<file path="src/rtl/cpu_step_pkg.sv">
// Shared state and mode encodings for the CPU step controller.
package cpu_step_pkg;

   typedef enum logic [1:0] {
      ST_IDLE   = 2'd0,
      ST_BURST  = 2'd1,
      ST_RUN    = 2'd2,
      ST_HALTED = 2'd3
   } state_t;

   typedef enum logic [1:0] {
      MODE_STEP  = 2'd0,
      MODE_BURST = 2'd1,
      MODE_RUN   = 2'd2
   } mode_t;

   // Mode button cycles STEP -> BURST -> RUN -> STEP; code 3 is never produced.
   function automatic mode_t next_mode(input mode_t m);
      case (m)
         MODE_STEP:  return MODE_BURST;
         MODE_BURST: return MODE_RUN;
         default:    return MODE_STEP;
      endcase
   endfunction

endpackage

</file>
<file path="src/rtl/cpu_step_controller_if.sv">
// Button/CPU-facing signal bundle of the step controller.
interface cpu_step_controller_if #(
   parameter int unsigned DIV_W = 24
);
   logic             step_pulse;
   logic             mode_pulse;
   logic             halt;
   logic [DIV_W-1:0] run_div;
   logic             cpu_en;
   logic [1:0]       mode;
   logic             busy;
   logic             halted;
   logic [31:0]      cycle_count;

   modport master (
      output step_pulse, mode_pulse, halt, run_div,
      input  cpu_en, mode, busy, halted, cycle_count
   );

   modport slave (
      input  step_pulse, mode_pulse, halt, run_div,
      output cpu_en, mode, busy, halted, cycle_count
   );
endinterface

</file>
<file path="src/rtl/run_prescaler.sv">
// RUN-mode down-counter: tick fires while enabled at zero, and the count reloads at that point.
module run_prescaler #(
   parameter int unsigned DIV_W = 24
) (
   input  logic             clk,
   input  logic             reset,
   input  logic             load,
   input  logic [DIV_W-1:0] reload,
   input  logic             enable,
   output logic             tick
);
   localparam logic [DIV_W-1:0] ONE = DIV_W'(1);

   logic [DIV_W-1:0] count;

   assign tick = enable && (count == '0);

   always_ff @(posedge clk or posedge reset) begin
      if (reset) begin
         count <= '0;
      end else if (load) begin
         count <= reload;
      end else if (enable) begin
         if (count == '0) count <= reload;
         else             count <= count - ONE;
      end
   end
endmodule

</file>
<file path="src/rtl/cpu_step_controller.sv">
// Turns step/mode button pulses into the MIPS core's single-cycle clock-enable.
// Optional cpu_en pulse counter on cycle_count when CPU_CYCLE_COUNT_EN is defined.
module cpu_step_controller
   import cpu_step_pkg::*;
#(
   parameter int unsigned DIV_W     = 24,
   parameter int unsigned BURST_LEN = 8
) (
   input logic                   clk,
   input logic                   reset,
   cpu_step_controller_if.slave  bus
);
   localparam logic [7:0] BURST_INIT = 8'(BURST_LEN);

   state_t     state;
   mode_t      mode_q;
   logic [7:0] burst_cnt;
   logic       cpu_en_q;
   logic       busy_q;
   logic       halted_q;
   logic       pre_load;
   logic       pre_enable;
   logic       pre_tick;

   assign pre_load   = (state == ST_IDLE) && !bus.halt && bus.step_pulse && (mode_q == MODE_RUN);
   assign pre_enable = (state == ST_RUN);

   run_prescaler #(.DIV_W(DIV_W)) u_prescaler (
      .clk    (clk),
      .reset  (reset),
      .load   (pre_load),
      .reload (bus.run_div),
      .enable (pre_enable),
      .tick   (pre_tick)
   );

   always_ff @(posedge clk or posedge reset) begin
      if (reset) begin
         state     <= ST_IDLE;
         mode_q    <= MODE_STEP;
         burst_cnt <= '0;
         cpu_en_q  <= 1'b0;
         busy_q    <= 1'b0;
         halted_q  <= 1'b0;
      end else begin
         case (state)
            ST_IDLE: begin
               cpu_en_q <= 1'b0;
               if (bus.halt) begin
                  state    <= ST_HALTED;
                  halted_q <= 1'b1;
               end else if (bus.step_pulse) begin
                  case (mode_q)
                     MODE_STEP: cpu_en_q <= 1'b1;
                     MODE_BURST: begin
                        state     <= ST_BURST;
                        burst_cnt <= BURST_INIT;
                        cpu_en_q  <= 1'b1;
                        busy_q    <= 1'b1;
                     end
                     MODE_RUN: begin
                        state  <= ST_RUN;
                        busy_q <= 1'b1;
                     end
                     default: ;
                  endcase
               end else if (bus.mode_pulse) begin
                  mode_q <= next_mode(mode_q);
               end
            end
            ST_BURST: begin
               // burst_cnt counts the pulse currently on cpu_en; 1 means this is the last.
               if (bus.halt) begin
                  state    <= ST_HALTED;
                  cpu_en_q <= 1'b0;
                  busy_q   <= 1'b0;
                  halted_q <= 1'b1;
               end else begin
                  burst_cnt <= burst_cnt - 8'd1;
                  if (burst_cnt == 8'd1) begin
                     state    <= ST_IDLE;
                     cpu_en_q <= 1'b0;
                     busy_q   <= 1'b0;
                  end else begin
                     cpu_en_q <= 1'b1;
                  end
               end
            end
            ST_RUN: begin
               if (bus.halt) begin
                  state    <= ST_HALTED;
                  cpu_en_q <= 1'b0;
                  busy_q   <= 1'b0;
                  halted_q <= 1'b1;
               end else if (bus.step_pulse || bus.mode_pulse) begin
                  state    <= ST_IDLE;
                  cpu_en_q <= 1'b0;
                  busy_q   <= 1'b0;
               end else begin
                  cpu_en_q <= pre_tick;
               end
            end
            default: begin
               cpu_en_q <= 1'b0;
               busy_q   <= 1'b0;
               halted_q <= 1'b1;
            end
         endcase
      end
   end

   assign bus.cpu_en = cpu_en_q;
   assign bus.mode   = mode_q;
   assign bus.busy   = busy_q;
   assign bus.halted = halted_q;

`ifdef CPU_CYCLE_COUNT_EN
   logic [31:0] cycle_cnt;

   always_ff @(posedge clk or posedge reset) begin
      if (reset)         cycle_cnt <= '0;
      else if (cpu_en_q) cycle_cnt <= cycle_cnt + 32'd1;
   end

   assign bus.cycle_count = cycle_cnt;
`else
   assign bus.cycle_count = '0;
`endif
endmodule

</file>
<file path="src/flat_wrapper.sv">
// flat-port wrapper written by rule: the top's interface ports become plain ports
module cpu_step_controller_flat import cpu_step_pkg::*;
#(
   parameter int unsigned DIV_W     = 24,
   parameter int unsigned BURST_LEN = 8
)
  (clk, reset, bus_step_pulse, bus_mode_pulse, bus_halt, bus_run_div, bus_cpu_en, bus_mode, bus_busy, bus_halted, bus_cycle_count);
  cpu_step_controller_if #(.DIV_W(DIV_W)) bus_i ();
  input logic clk;
  input logic reset;
  input wire logic [$bits(bus_i.step_pulse)-1:0] bus_step_pulse;
  input wire logic [$bits(bus_i.mode_pulse)-1:0] bus_mode_pulse;
  input wire logic [$bits(bus_i.halt)-1:0] bus_halt;
  input wire logic [$bits(bus_i.run_div)-1:0] bus_run_div;
  output wire logic [$bits(bus_i.cpu_en)-1:0] bus_cpu_en;
  output wire logic [$bits(bus_i.mode)-1:0] bus_mode;
  output wire logic [$bits(bus_i.busy)-1:0] bus_busy;
  output wire logic [$bits(bus_i.halted)-1:0] bus_halted;
  output wire logic [$bits(bus_i.cycle_count)-1:0] bus_cycle_count;
  assign bus_i.step_pulse = bus_step_pulse;
  assign bus_i.mode_pulse = bus_mode_pulse;
  assign bus_i.halt = bus_halt;
  assign bus_i.run_div = bus_run_div;
  assign bus_cpu_en = bus_i.cpu_en;
  assign bus_mode = bus_i.mode;
  assign bus_busy = bus_i.busy;
  assign bus_halted = bus_i.halted;
  assign bus_cycle_count = bus_i.cycle_count;
  cpu_step_controller #(.DIV_W(DIV_W), .BURST_LEN(BURST_LEN)) u_core (.clk(clk), .reset(reset), .bus(bus_i));
endmodule
</file>
<file path="config.mk">
export PLATFORM = sky130hd
export DESIGN_NAME = cpu_step_controller_flat
export DESIGN_NICKNAME = d
export VERILOG_FILES = /design/src/rtl/cpu_step_pkg.sv /design/src/rtl/cpu_step_controller_if.sv /design/src/rtl/run_prescaler.sv /design/src/rtl/cpu_step_controller.sv /design/src/flat_wrapper.sv
export SDC_FILE = /design/constraint.sdc
export NUM_CORES = 1
export LEC_CHECK = 0
export BUFFER_PORTS_ARGS = -buffer_cell sky130_fd_sc_hd__buf_2
export CAP_MARGIN = 25
export CORE_ASPECT_RATIO = 1.5
export CORE_UTILIZATION = 30
export CTS_BUF_LIST = sky130_fd_sc_hd__clkbuf_8
export DETAILED_ROUTE_END_ITERATION = 10
export PLACE_DENSITY = 0.49
export SYNTH_ARGS = -nofsm -noshare
export SYNTH_HDL_FRONTEND = slang
export SYNTH_HIERARCHICAL = 1
export SYNTH_SLANG_ARGS = --single-unit
</file>
<file path="constraint.sdc">
create_clock -name clk -period 2.45 [get_ports clk]
set_input_delay 0 -clock clk [delete_from_list [all_inputs] [get_ports clk]]
set_output_delay 0 -clock clk [all_outputs]
set_load 0.05 [all_outputs]
</file>
-- Yosys cells after proc, flatten, opt, wreduce, memory -nomap -nowiden
Index checks and enable logic that the tools add are counted.
- muxes and demuxes: 35
- $add $sub $neg: 2
- eq/ne operators: 15
- reduce and logical (&&, ||, !) cells: 19
- bitwise gates (word level): 2
- operator list (kind ; count):
    two-way mux 24 bit ; 3
    two-way mux 8 bit ; 4
    logical NOT 24 bit ; 1
    subtractor 24 x 1 -> 24 bit (second input constant) ; 1
    two-way mux 1 bit ; 16
    one-hot mux 8 bit (2 select lines) ; 1
    AND reduction 5 bit ; 3
    two-way mux 2 bit ; 6
    inequality test 2 bit (second input constant) ; 5
    equality test 8 x 1 -> 1 bit (second input constant) ; 1
    one-hot mux 2 bit (2 select lines) ; 2
    subtractor 8 x 1 -> 8 bit (second input constant) ; 1
    inequality test 3 x 2 -> 1 bit (second input constant) ; 2
    one-hot mux 1 bit (3 select lines) ; 2
    one-hot mux 2 bit (3 select lines) ; 1
    equality test 2 x 1 -> 1 bit (second input constant) ; 2
    equality test 2 bit (second input constant) ; 2
    logical AND 1 bit ; 4
    logical NOT 2 bit ; 2
    inequality test 4 bit (second input constant) ; 1
    AND reduction 4 bit ; 1
    nonzero test 2 bit ; 2
    OR reduction 2 bit ; 2
    inequality test 3 bit (second input constant) ; 1
    6 further kinds ; 7
- bits of input ports: 29
- bits in registers: 39
- output and inout port bits: 37
- word-level logic and storage cells: 80

-- Logic depth before layout (Yosys ltp)
Gate-level depths: netlist of the first run.
- word-level depth: 6
- depth in mapped cells: 10
- gate-level depth less buffers: 9

-- Modules after synthesis
The synthesis of the first run kept the hierarchy.
- modules (own cells, without submodules) (module ; area an instance (µm²) ; cells an instance ; times used ; seq. area each (µm²)):
    run_prescaler ; 1670.4 ; 201 ; 1 ; 600.6
    cpu_step_controller ; 1183.6 ; 133 ; 1 ; 375.4

-- Worst setup path after synthesis of the first run
OpenSTA, ideal clock, no wires.
- kind: register to register
- start point: reg u_core.u_prescaler.count[0]
- end point: reg u_core.u_prescaler.count[20]
- cell stages (with the launch flop): 9
- data arrival time: 2.288 ns
- setup slack: 0.036 ns
- required time: 2.324 ns
- period minus slack after synthesis: 2.414 ns
- path buffers: 1
- cells stage by stage: dfrtp_1 inv_1 ha_1 or4b_2 clkbuf_1 or3_1 nor2_1 o21ai_0 a311o_1
- word-level cells in the longest chain between the ends: 4
- elaborated cells on any way between the ends: 5
- those cells by class: add/sub (1); mux (3); reduce/logical (1)
- RTL lines (what ; line ; RTL):
    from (decl) ; run_prescaler.sv:14 ; logic [DIV_W-1:0] count;
    from (signal assigned) ; run_prescaler.sv:22 ; count <= reload;
    from (signal assigned) ; run_prescaler.sv:24 ; if (count == '0) count <= reload;
    from (signal assigned) ; run_prescaler.sv:25 ; else count <= count - ONE;
    subtractor 24 x 1 -> 24 bit or logical NOT 24 bit (tied branches) ; run_prescaler.sv:25, run_prescaler.sv:24 ;
    two-way mux 24 bit * ; run_prescaler.sv:24 ;
    two-way mux 24 bit * ; run_prescaler.sv:23 ; end else if (enable) begin
    two-way mux 24 bit * ; run_prescaler.sv:21 ; end else if (load) begin
Mark *: on every way between the ends. The rest lies on a longest branch, timed or not. The select of a mux whose other input is x is not followed.
A chain may end at the register's enable or synchronous reset.

-- Final worst setup path of the first run
- start point: reg u_core.u_prescaler.count[12]
- end point: reg u_core.u_prescaler.count[20]
Same word-level chain as after synthesis.

==> results.md, run 1 <==
- Hold Path Depth: 3
- Worst VDD drop: 0.000359 V
- Critical Path AT: 2.65 ns
- Die W: 81.6 µm
- Syn Std Cell Area: 0.00285 mm²
- Clock Sinks: 39
- Mapped Avg Cell Area: 8.54 µm²
- Fin Setup TNS: 0 ns
- Unique masters post-synth: 63
- DRT Pass-1 Iters: 4
- Worst setup margin: 0.0528 ns
- Seq/Total Area, Yosys: 0.342
- FF/Latch Area: about 980 µm²
- Initial DRC Count: 95
- Max Freq: 0.417 GHz
- Row count: 43
- Most frequent cells in the layout: 39 x dfrtp_1, 33 x buf_2, 32 x conb_1
- Area of the core: roughly 0.0093 mm²
- Root Driver: clkbuf_8
- Initial Util: 0.308
- Reg-to-reg startpoint: u_core/u_prescaler/count[12]$_DFFE_PP0P_
- Post-Syn Instances: around 330
- Placed Area: 0.00321 mm²
- Rel. slew slack: 0.586
- Gr usage total: 0.179
- R2r endpoint: u_core/u_prescaler/count[20]$_DFFE_PP0P_
- Slew Viols, Final: 0
- Gpl congestion: 0.933
- First-pass GRT wire length: 13200 µm
- Commonest non-fill, non-tap cell in the layout: dfrtp_1
- R2R setup slack: 0.05 ns
- Total Die Area: 0.00991 mm²
- Status: complete, no violations
- Antenna Cells: 0
- Residual DRC: 0
- Die Y: 121 µm
- Post-place setup slack: between 0.05 and 0.06 ns
- Post-DR wirelength/cell: 15.7 µm
- Share of cells above drive strength 1: 0.217
- Crit-path max FO: 7
- Cells after DPL: 493
- TritonCTS clock tree: done
- WS Path Type: reg2reg
- Hold EP: u_core/u_prescaler/count[21]$_DFFE_PP0P_
- Hold Vio Cnt, Final: 0
- MaxCap Viol Count: 0
- Top-Level Pins: 66
- Hold_sp: bus_run_div[21]
- Synth Register Bits: 39
- IO buf count: 33
- Hold crit path type: in2reg
- Clock insertion delay at the later pin of the skew report: around 0.31 ns
- Number of flops mapped to enable cells by yosys: 0
- Fin area: 0.00358 mm²
- Slew @ Worst Pin: ~0.62 ns
- Layout Area Growth over Synthesis: 25.6%
- Setup violations, final: 0
- Setup crit start kind: flip-flop
- Number of antenna violations at the first check in global routing: 0
- Lkg Pwr: around 1.5 nW
- Bufs on Longest Clock Path: 2
- Vias/cell: 5.11
- Vias in the first global route: 2627
- Asr flop ratio synth: 1.00
- Largest net degree at the start of global routing: 21
- Top FF cell, synth: dfrtp_1
- Clk slew on worst S/H paths: approximately 0.090 ns
- Layout Nets: 451
- Crit end category: flip-flop
- Area of the multi-input gates: 0.00165 mm²
- Total gr overflow: 0
- RSZ-0062 raised after global routing: true
- H-tree Lvls: 2
- Pwr/cell area: ~880 mW/mm²
- Min Tclk post-route: 2.40 ns
- Hpwl dp: 6280 µm
- Clk_skew: 0.0128 ns
- Total Power: between 0.003 and 0.004 W
- Synthesis Warnings: 6
- Fill cell total of the finished layout: ~960
- Worst endpoint required time: 2.71 ns
- Routed WL: 8210 µm
- Tcrit/Tclk final: 0.978
- Worst Reg-to-Reg Cells: 6
- Routed Antenna Nets: 0
- Vias: 2671
- Post-Layout Cell Count: 523
- Number of buffers created by CTS: 5
-- logic make-up (layout without fill, tap and decap cells) --
group                    count (synthesis)  after routing  synth area share
XOR/XNOR                                 2              2           0.00614
flip-flops                              39             39             0.342
AND/OR/NAND/NOR                        134            134             0.262
AO/OA/AOI/OAI                           80             80             0.189
adder cells (fa/ha/maj)                 12             12            0.0526
multiplexers                             5              5            0.0175
buffers and inverters                   61            107             0.129
other                                    1             32           0.00131
-- timing repair --
| item | CTS | global route |
|---|---|---|
| resized for setup | 0 | 9 |
| setup buffers | 0 | 2 |
| hold buffers | 20 | 0 |
| hold endpoints to repair | 42 | 0 |
| setup endpoints to repair | 0 | 6 |
-- worst max-delay path, cell delays in order (launching register included) --
cell     delay (ns)
dfrtp_1        0.42
or4_4          0.56
or4_4          0.58
o31ai_4        0.30
buf_4          0.18
and2_1         0.18
a311o_1        0.12
-- through the flow --
| step | utilization | hold slack, ns |
|---|---|---|
| final | 0.387 | 0.00745 |
| after global routing | 0.387 | 0.0141 |
| after CTS | 0.381 | 0.00160 |
| after detailed placement | 0.347 | 0.0319 |
| after global placement | 0.344 | 0.126 |
| after floorplan | - | -0.0985 |
-- state kept, by name, indices dropped and copies added (netlist names) --
name / count
u_core/state: 2
u_core/u_prescaler/count: 24
u_core/bus.cpu_en: 1
u_core/bus.busy: 1
u_core/bus.mode: 2
u_core/burst_cnt: 8
u_core/bus.halted: 1
-- Yosys cell counts, types with 4 or more instances --
master | count | area share
dfrtp_1 | 39 | 0.34
buf_4 | 32 | 0.084
nand2_1 | 30 | 0.039
nor2_1 | 28 | 0.037
o21ai_0 | 22 | 0.039
a21oi_1 | 15 | 0.026
inv_1 | 14 | 0.018
nand3_1 | 13 | 0.023
ha_1 | 12 | 0.053
clkbuf_1 | 9 | 0.012
nor3_1 | 9 | 0.016
nand4_1 | 8 | 0.018
nor4_1 | 8 | 0.018
o211ai_1 | 6 | 0.016
a22oi_1 | 5 | 0.013
mux2i_1 | 5 | 0.018
or3_1 | 5 | 0.011
or4_1 | 5 | 0.013
a31oi_1 | 4 | 0.0088
o31ai_1 | 4 | 0.011
-- layer usage --
layer | vias up | part of all wire | global-route usage
met5 | - | 0 | 0
li1 | 1305 | - | -
met3 | 11 | 0.039 | 0.0271
met4 | 0 | 0.022 | 0.0768
met2 | 73 | 0.56 | 0.338
met1 | 1282 | 0.38 | 0.187
-- where the power goes --
part           total [W]  switching [W]  leakage [nW]  internal, W
logic            0.00147       0.000898          1.04     0.000567
clock network   0.000562       0.000258        0.0581     0.000304
registers        0.00114       0.000256         0.437     0.000885
-- cell type report --
cell class / count / area share
multi-input combinational: 265 / 0.460
sequential: 39 / 0.272
timing repair buffer: 84 / 0.181
tap: 112 / 0.0391
clock buffer: 5 / 0.0192
inverter: 15 / 0.0168
clock inverter: 3 / 0.0122
-- worst max-delay path by stage --
| stage | to | slack [ns] | start |
|---|---|---|---|
| global route | u_core/u_prescaler/count[20]$_DFFE_PP0P_ | -0.01 | u_core/u_prescaler/count[12]$_DFFE_PP0P_ |
| finish | u_core/u_prescaler/count[20]$_DFFE_PP0P_ | 0.05 | u_core/u_prescaler/count[12]$_DFFE_PP0P_ |
| floorplan | u_core/u_prescaler/count[20]$_DFFE_PP0P_ | 0.04 | u_core/u_prescaler/count[0]$_DFFE_PP0P_ |
| CTS | u_core/u_prescaler/count[0]$_DFFE_PP0P_ | 0.03 | u_core/u_prescaler/count[8]$_DFFE_PP0P_ |
| detailed placement | u_core/u_prescaler/count[20]$_DFFE_PP0P_ | 0.06 | u_core/u_prescaler/count[10]$_DFFE_PP0P_ |
| global placement | u_core/u_prescaler/count[0]$_DFFE_PP0P_ | 0.05 | u_core/u_prescaler/count[10]$_DFFE_PP0P_ |
Note: power is estimated with default switching activity, not from simulation.
==> inputs of run 2 (changes only) <==
--- a/config.mk
+++ b/config.mk
@@ -12,6 +12,7 @@
 export CTS_BUF_LIST = sky130_fd_sc_hd__clkbuf_8
 export DETAILED_ROUTE_END_ITERATION = 10
 export PLACE_DENSITY = 0.49
+export RECOVER_POWER = 50
 export SYNTH_ARGS = -nofsm -noshare
 export SYNTH_HDL_FRONTEND = slang
 export SYNTH_HIERARCHICAL = 1
==> run 2 against run 1 <==
Net effect:
- highest routed layer unchanged
- final cell count did not move
- register-to-register slack barely moved
- critical path type unchanged
- routed wire length fell by 0.43%
- design area fell by 0.66%
- global-route usage did not move
- via count fell by 0.19%
- clock power barely moved
==> results.md, run 2 (synthesized netlist as in run 1, its figures left out) <==
- Combinational Power Share: 0.462
- Hpwl dp: 6280 µm
- Hold crit path type: in2reg
- RSZ-0062 raised after global routing: true
- Root Driver: clkbuf_8
- Fin area: 0.00356 mm²
- Placed Area: ~0.0032 mm²
- Most frequent cells in the layout: 39 x dfrtp_1, 33 x buf_2, 32 x conb_1
- H-tree Lvls: 2
- Bufs on Longest Clock Path: 2
- Status: complete, no violations
- Hold WS: 0.0113 ns
- Most flop-heavy register: u_core/u_prescaler/count
- Die Y: 121 µm
- Clk_skew: 0.0128 ns
- Layout Area Growth over Synthesis: 24.7%
- Vias: 2666
- Largest regs: u_core/u_prescaler/count x24, u_core/burst_cnt x8
- Fin Setup TNS: 0 ns
- MaxCap Viol Count: 0
- Vias in the first global route: 2627
- Sw Share: 0.446
- Vias/cell: 5.10
- Number of antenna violations at the first check in global routing: 0
- Residual DRC: 0
- Routed Antenna Nets: 0
- Min Tclk post-route: 2.40 ns
- Number of flip-flops under the largest register name: 24
- Setup violations, final: 0
- Lkg Pwr: 1.52 nW
- Setup crit start kind: flip-flop
- Area of the core: 0.00925 mm²
- Slew @ Worst Pin: 0.944 ns
- Clock Sinks: 39
- Post-DR wirelength/cell: 15.6 µm
- Clock power share: 0.178
- Worst endpoint required time: 2.66 ns
- Worst VDD drop: between 0.0003 and 0.0004 V
- Top-Level Pins: 66
- Fill cell total of the finished layout: 965
- Tcrit/Tclk final: 0.978
- TritonCTS clock tree: done
- Psw: 0.00141 W
- Rel. slew slack: 0.370
- Commonest non-fill, non-tap cell in the layout: dfrtp_1
- Gr usage total: 0.179
- Clock insertion delay at the later pin of the skew report: 0.31 ns
- Crit end category: flip-flop
- Crit-path max FO: 5
- DRT Pass-1 Iters: 4
- Total gr overflow: 0
- Clk slew on worst S/H paths: 0.09 ns
- Seq pwr share: 0.361
- Routed WL: 8170 µm
- Slew Viols, Final: 0
- Total Die Area: 0.00991 mm²
- Row count: 43
- Share of cells above drive strength 1: 0.214
- Gpl congestion: 0.933
- Critical Path AT: 2.60 ns
- Die W: 81.6 µm
- Number of buffers created by CTS: 5
- Pwr/cell area: 889 mW/mm²
- Largest net degree at the start of global routing: 21
- IO buf count: 33
- WS Path Type: reg2reg
- Initial Util: 0.308
- Layout Nets: 451
- Initial DRC Count: 98
- First-pass GRT wire length: 13200 µm
- Hold Vio Cnt, Final: 0
- Max Freq: around 0.42 GHz
- Internal Power: 0.00175 W
- Antenna Cells: 0
[run 2: cell count changes in the layout (fill, tap and decap cells not counted)]
cell      previous run  this run
buf_16               1         0
clkbuf_1             0         1
[run 2: power by group through the flow]
| stage | Clock (W) | Combinational (W) | Sequential (W) |
|---|---|---|---|
| 5_1_grt | 0.000609 | 0.00164 | 0.00118 |
| 4_1_cts | 0.000584 | 0.00146 | 0.00114 |
| 6_report | 0.000562 | 0.00146 | 0.00114 |
| 3_5_place_dp | 0 | 0.00142 | 0.00116 |
| 2_1_floorplan | 0 | 0.000988 | 0.00118 |
| 3_3_place_gp | 0 | 0.00140 | 0.00116 |
[run 2: critical path: stages (launching register included)]
cell     delay (ns)
dfrtp_1        0.42
or4_4          0.56
or4_4          0.58
buf_12         0.16
nor2_8         0.13
o21ai_1        0.09
a311o_1        0.35
[run 2: cell type report]
class	instances	area, µm²	share of cell area
multi-input combinational	265	1650	0.463
sequential	39	976	0.274
timing repair buffer	84	623	0.175
tap	112	140	0.0394
clock buffer	5	68.8	0.0193
inverter	15	60.1	0.0169
clock inverter	3	43.8	0.0123
[run 2: routing by layer]
layer | global-route usage | part of all wire
met5 | 0 | 0
met1 | 0.187 | 0.38
met2 | 0.338 | 0.55
met3 | 0.0271 | 0.040
met4 | 0.0768 | 0.025
[run 2: stage by stage]
stage / utilization / power [W] / setup slack, ns / instances
floorplan: - / 0.00217 / 0.0358 / 365
global placement: 0.344 / 0.00256 / 0.0546 / 492
detailed placement: 0.347 / 0.00258 / 0.0565 / 493
CTS: 0.381 / 0.00318 / 0.0341 / 521
global route: 0.385 / 0.00344 / -0.0114 / 523
finish: 0.385 / 0.00316 / 0.0538 / 523
[run 2: timing repair]
action | CTS | global route
hold endpoints to repair | 42 | 0
setup buffers | 0 | 2
gates resized for setup | 0 | 9
endpoints found under the setup margin | 0 | 6
hold buffers | 20 | 0
[run 2: worst paths after layout]
path,from,endpoint,slack (ns),cells past startpoint
hold / removal,bus_run_div[21],u_core/u_prescaler/count[21]$_DFFE_PP0P_,0.01,3
hold reg to reg,u_core/bus.halted$_DFFE_PP0P_,u_core/bus.halted$_DFFE_PP0P_,0.48,1
setup reg to reg,u_core/u_prescaler/count[12]$_DFFE_PP0P_,u_core/u_prescaler/count[20]$_DFFE_PP0P_,0.05,6
min in group asynchronous,reset,u_core/u_prescaler/count[14]$_DFFE_PP0P_,0.20,3
max in group asynchronous,reset,u_core/u_prescaler/count[7]$_DFFE_PP0P_,1.08,4
setup / recovery,u_core/u_prescaler/count[12]$_DFFE_PP0P_,u_core/u_prescaler/count[20]$_DFFE_PP0P_,0.05,6
==> inputs of run 3 (changes only) <==
--- a/config.mk
+++ b/config.mk
@@ -11,7 +11,7 @@
 export CORE_UTILIZATION = 30
 export CTS_BUF_LIST = sky130_fd_sc_hd__clkbuf_8
 export DETAILED_ROUTE_END_ITERATION = 10
-export PLACE_DENSITY = 0.49
+export PLACE_DENSITY = 0.48
 export RECOVER_POWER = 50
 export SYNTH_ARGS = -nofsm -noshare
 export SYNTH_HDL_FRONTEND = slang
==> run 3 against run 2 <==
Net effect:
- global-route usage about the same
- via count rose by 0.19%
- maximum frequency is 0.33% higher
- sequential cell count unchanged
- total power increased by 3.6%
- worst hold slack improved by 0.0094 ns
- clock power rose by 16%
- worst setup slack better by 0.0080 ns
- routed wire length increased by 0.33%
- final cell count did not move
- critical path depth did not move
- critical endpoint is now u_core/u_prescaler/count[18]$_DFFE_PP0P_
- largest power group unchanged
- highest routed layer unchanged
==> results.md, run 3 (synthesized netlist as in run 1, its figures left out) <==
- Routed Antenna Nets: 0
- IO buf count: 33
- Clk slew on worst S/H paths: 0.08 ns
- Max Freq: 0.419 GHz
- Antenna Cells: 0
- Number of flip-flops under the largest register name: 24
- Hpwl dp: 6350 µm
- Crit-path max FO: 6
- Row count: 43
- H-tree Lvls: 2
- Min Tclk post-route: 2.39 ns
- MaxCap Viol Count: 0
- WS Path Type: reg2reg
- RSZ-0062 raised after global routing: true
- Initial DRC Count: 133
- Pwr/cell area: between 900 and 1000 mW/mm²
- Area of the core: 0.00925 mm²
- Die W: 81.6 µm
- Vias: around 2700
- Slew Viols, Final: 0
- Lkg Pwr: around 1.5 nW
- Hold crit path type: in2reg
- Post-place setup slack: -0.0193 ns
- Vias/cell: 5.11
- Worst VDD drop: ~0.00046 V
- Share of cells above drive strength 1: 0.226
- Fin Setup TNS: 0 ns
- Hold Vio Cnt, Final: 0
- Worst endpoint required time: 2.69 ns
- Root Driver: clkbuf_8
- Tcrit/Tclk final: 0.975
- Most flop-heavy register: u_core/u_prescaler/count
- Number of antenna violations at the first check in global routing: 0
- Slew @ Worst Pin: 1.43 ns
- Rel. slew slack: 0.0489
- Layout Area Growth over Synthesis: 24.6%
- Setup crit start kind: flip-flop
- Crit end category: flip-flop
- Die Y: 121 µm
- TritonCTS clock tree: done
- Routed WL: 8200 µm
- Fill cell total of the finished layout: between 900 and 1000
- DRT Pass-1 Iters: 4
- Post-DR wirelength/cell: roughly 16 µm
- Bufs on Longest Clock Path: 2
- First-pass GRT wire length: 13300 µm
- Clock insertion delay at the later pin of the skew report: roughly 0.30 ns
- Number of buffers created by CTS: 5
- Largest regs: u_core/u_prescaler/count x24, u_core/burst_cnt x8
- Clk_skew: 0.00804 ns
- Residual DRC: 0
- Gpl congestion: 0.868
- Commonest non-fill, non-tap cell in the layout: dfrtp_1
- Setup violations, final: 0
- Vias in the first global route: 2654
- Clock Sinks: 39
- Status: complete, no violations
- Top-Level Pins: 66
- Total Die Area: 0.00991 mm²
- Worst setup margin: between 0.06 and 0.07 ns
- Layout Nets: 451
- Gr usage total: 0.179
- Initial Util: 0.308
- Largest net degree at the start of global routing: 25
- Critical Path AT: around 2.6 ns
- Total gr overflow: 0
- Most frequent cells in the layout: 39 x dfrtp_1, 33 x buf_2, 32 x conb_1, 32 x buf_4, 30 x nand2_1
run 3: cell types whose count changed in the layout (fill, tap and decap cells not counted), moves of 2 or more:
cell           previous run  this run
o21ai_1                   2         0
dlygate4sd3_1            20        18
buf_12                    2         0
buf_4                    27        32
o21ai_0                  20        22
inv_2                     0         2
run 3: layer usage:
layer	vias to the layer above	GRT usage	wire length [µm]
met5	-	0	0
met3	23	0.0271	271
li1	1300	-	-
met4	0	0.0811	334
met2	71	0.318	4380
met1	1277	0.204	3210
run 3: power breakdown:
part	internal [W]	switching, W
combinational	0.000583	0.000916
clock	0.000406	0.000246
sequential	0.000885	0.000242
run 3: worst max-delay path: stages (launching register included):
cell	delay (ns)
dfrtp_1	0.43
or4_4	0.57
or4_4	0.63
o31ai_4	0.24
buf_4	0.21
and2_1	0.14
a311o_1	0.11
run 3: what timing repair did:
action,in CTS,in global routing
resized for setup,1,8
hold buffers,18,0
endpoints found under the hold margin,56,0
pin swaps,0,2
setup endpoints to repair,1,13
buffers inserted,0,0
run 3: worst paths after layout:
| kind | startpoint | end | slack (ns) | cells after the start |
|---|---|---|---|---|
| max in group asynchronous | reset | u_core/u_prescaler/count[11]$_DFFE_PP0P_ | 0.87 | 4 |
| worst max register to register | u_core/u_prescaler/count[12]$_DFFE_PP0P_ | u_core/u_prescaler/count[18]$_DFFE_PP0P_ | 0.06 | 6 |
| worst max-delay path | u_core/u_prescaler/count[12]$_DFFE_PP0P_ | u_core/u_prescaler/count[18]$_DFFE_PP0P_ | 0.06 | 6 |
| min in group asynchronous | reset | u_core/burst_cnt[7]$_DFFE_PP0P_ | 0.34 | 3 |
| worst min register to register | u_core/bus.halted$_DFFE_PP0P_ | u_core/bus.halted$_DFFE_PP0P_ | 0.47 | 1 |
| worst min-delay path | bus_halt | u_core/bus.halted$_DFFE_PP0P_ | 0.02 | 2 |
run 3: area by class of cell:
cell class	count	area, µm²	area share
multi-input combinational	265	1660	0.466
tap	112	140	0.0394
clock buffer	5	68.8	0.0194
timing repair buffer	84	589	0.166
clock inverter	3	67.6	0.0190
sequential	39	976	0.274
inverter	15	56.3	0.0158
run 3: stage by stage:
stage / total power, W / utilization / std cells / instance area (µm²) / hold slack, ns
2_1_floorplan: 0.00217 / - / 365 / 2970 / -0.0985
3_3_place_gp: 0.00259 / 0.347 / 497 / 3210 / 0.0912
3_5_place_dp: 0.00261 / 0.347 / 497 / 3210 / 0.0871
4_1_cts: 0.00331 / 0.382 / 523 / 3530 / 0.00674
5_1_grt: 0.00354 / 0.384 / 523 / 3560 / 0.0510
6_report: 0.00328 / 0.384 / 523 / 3560 / 0.0207
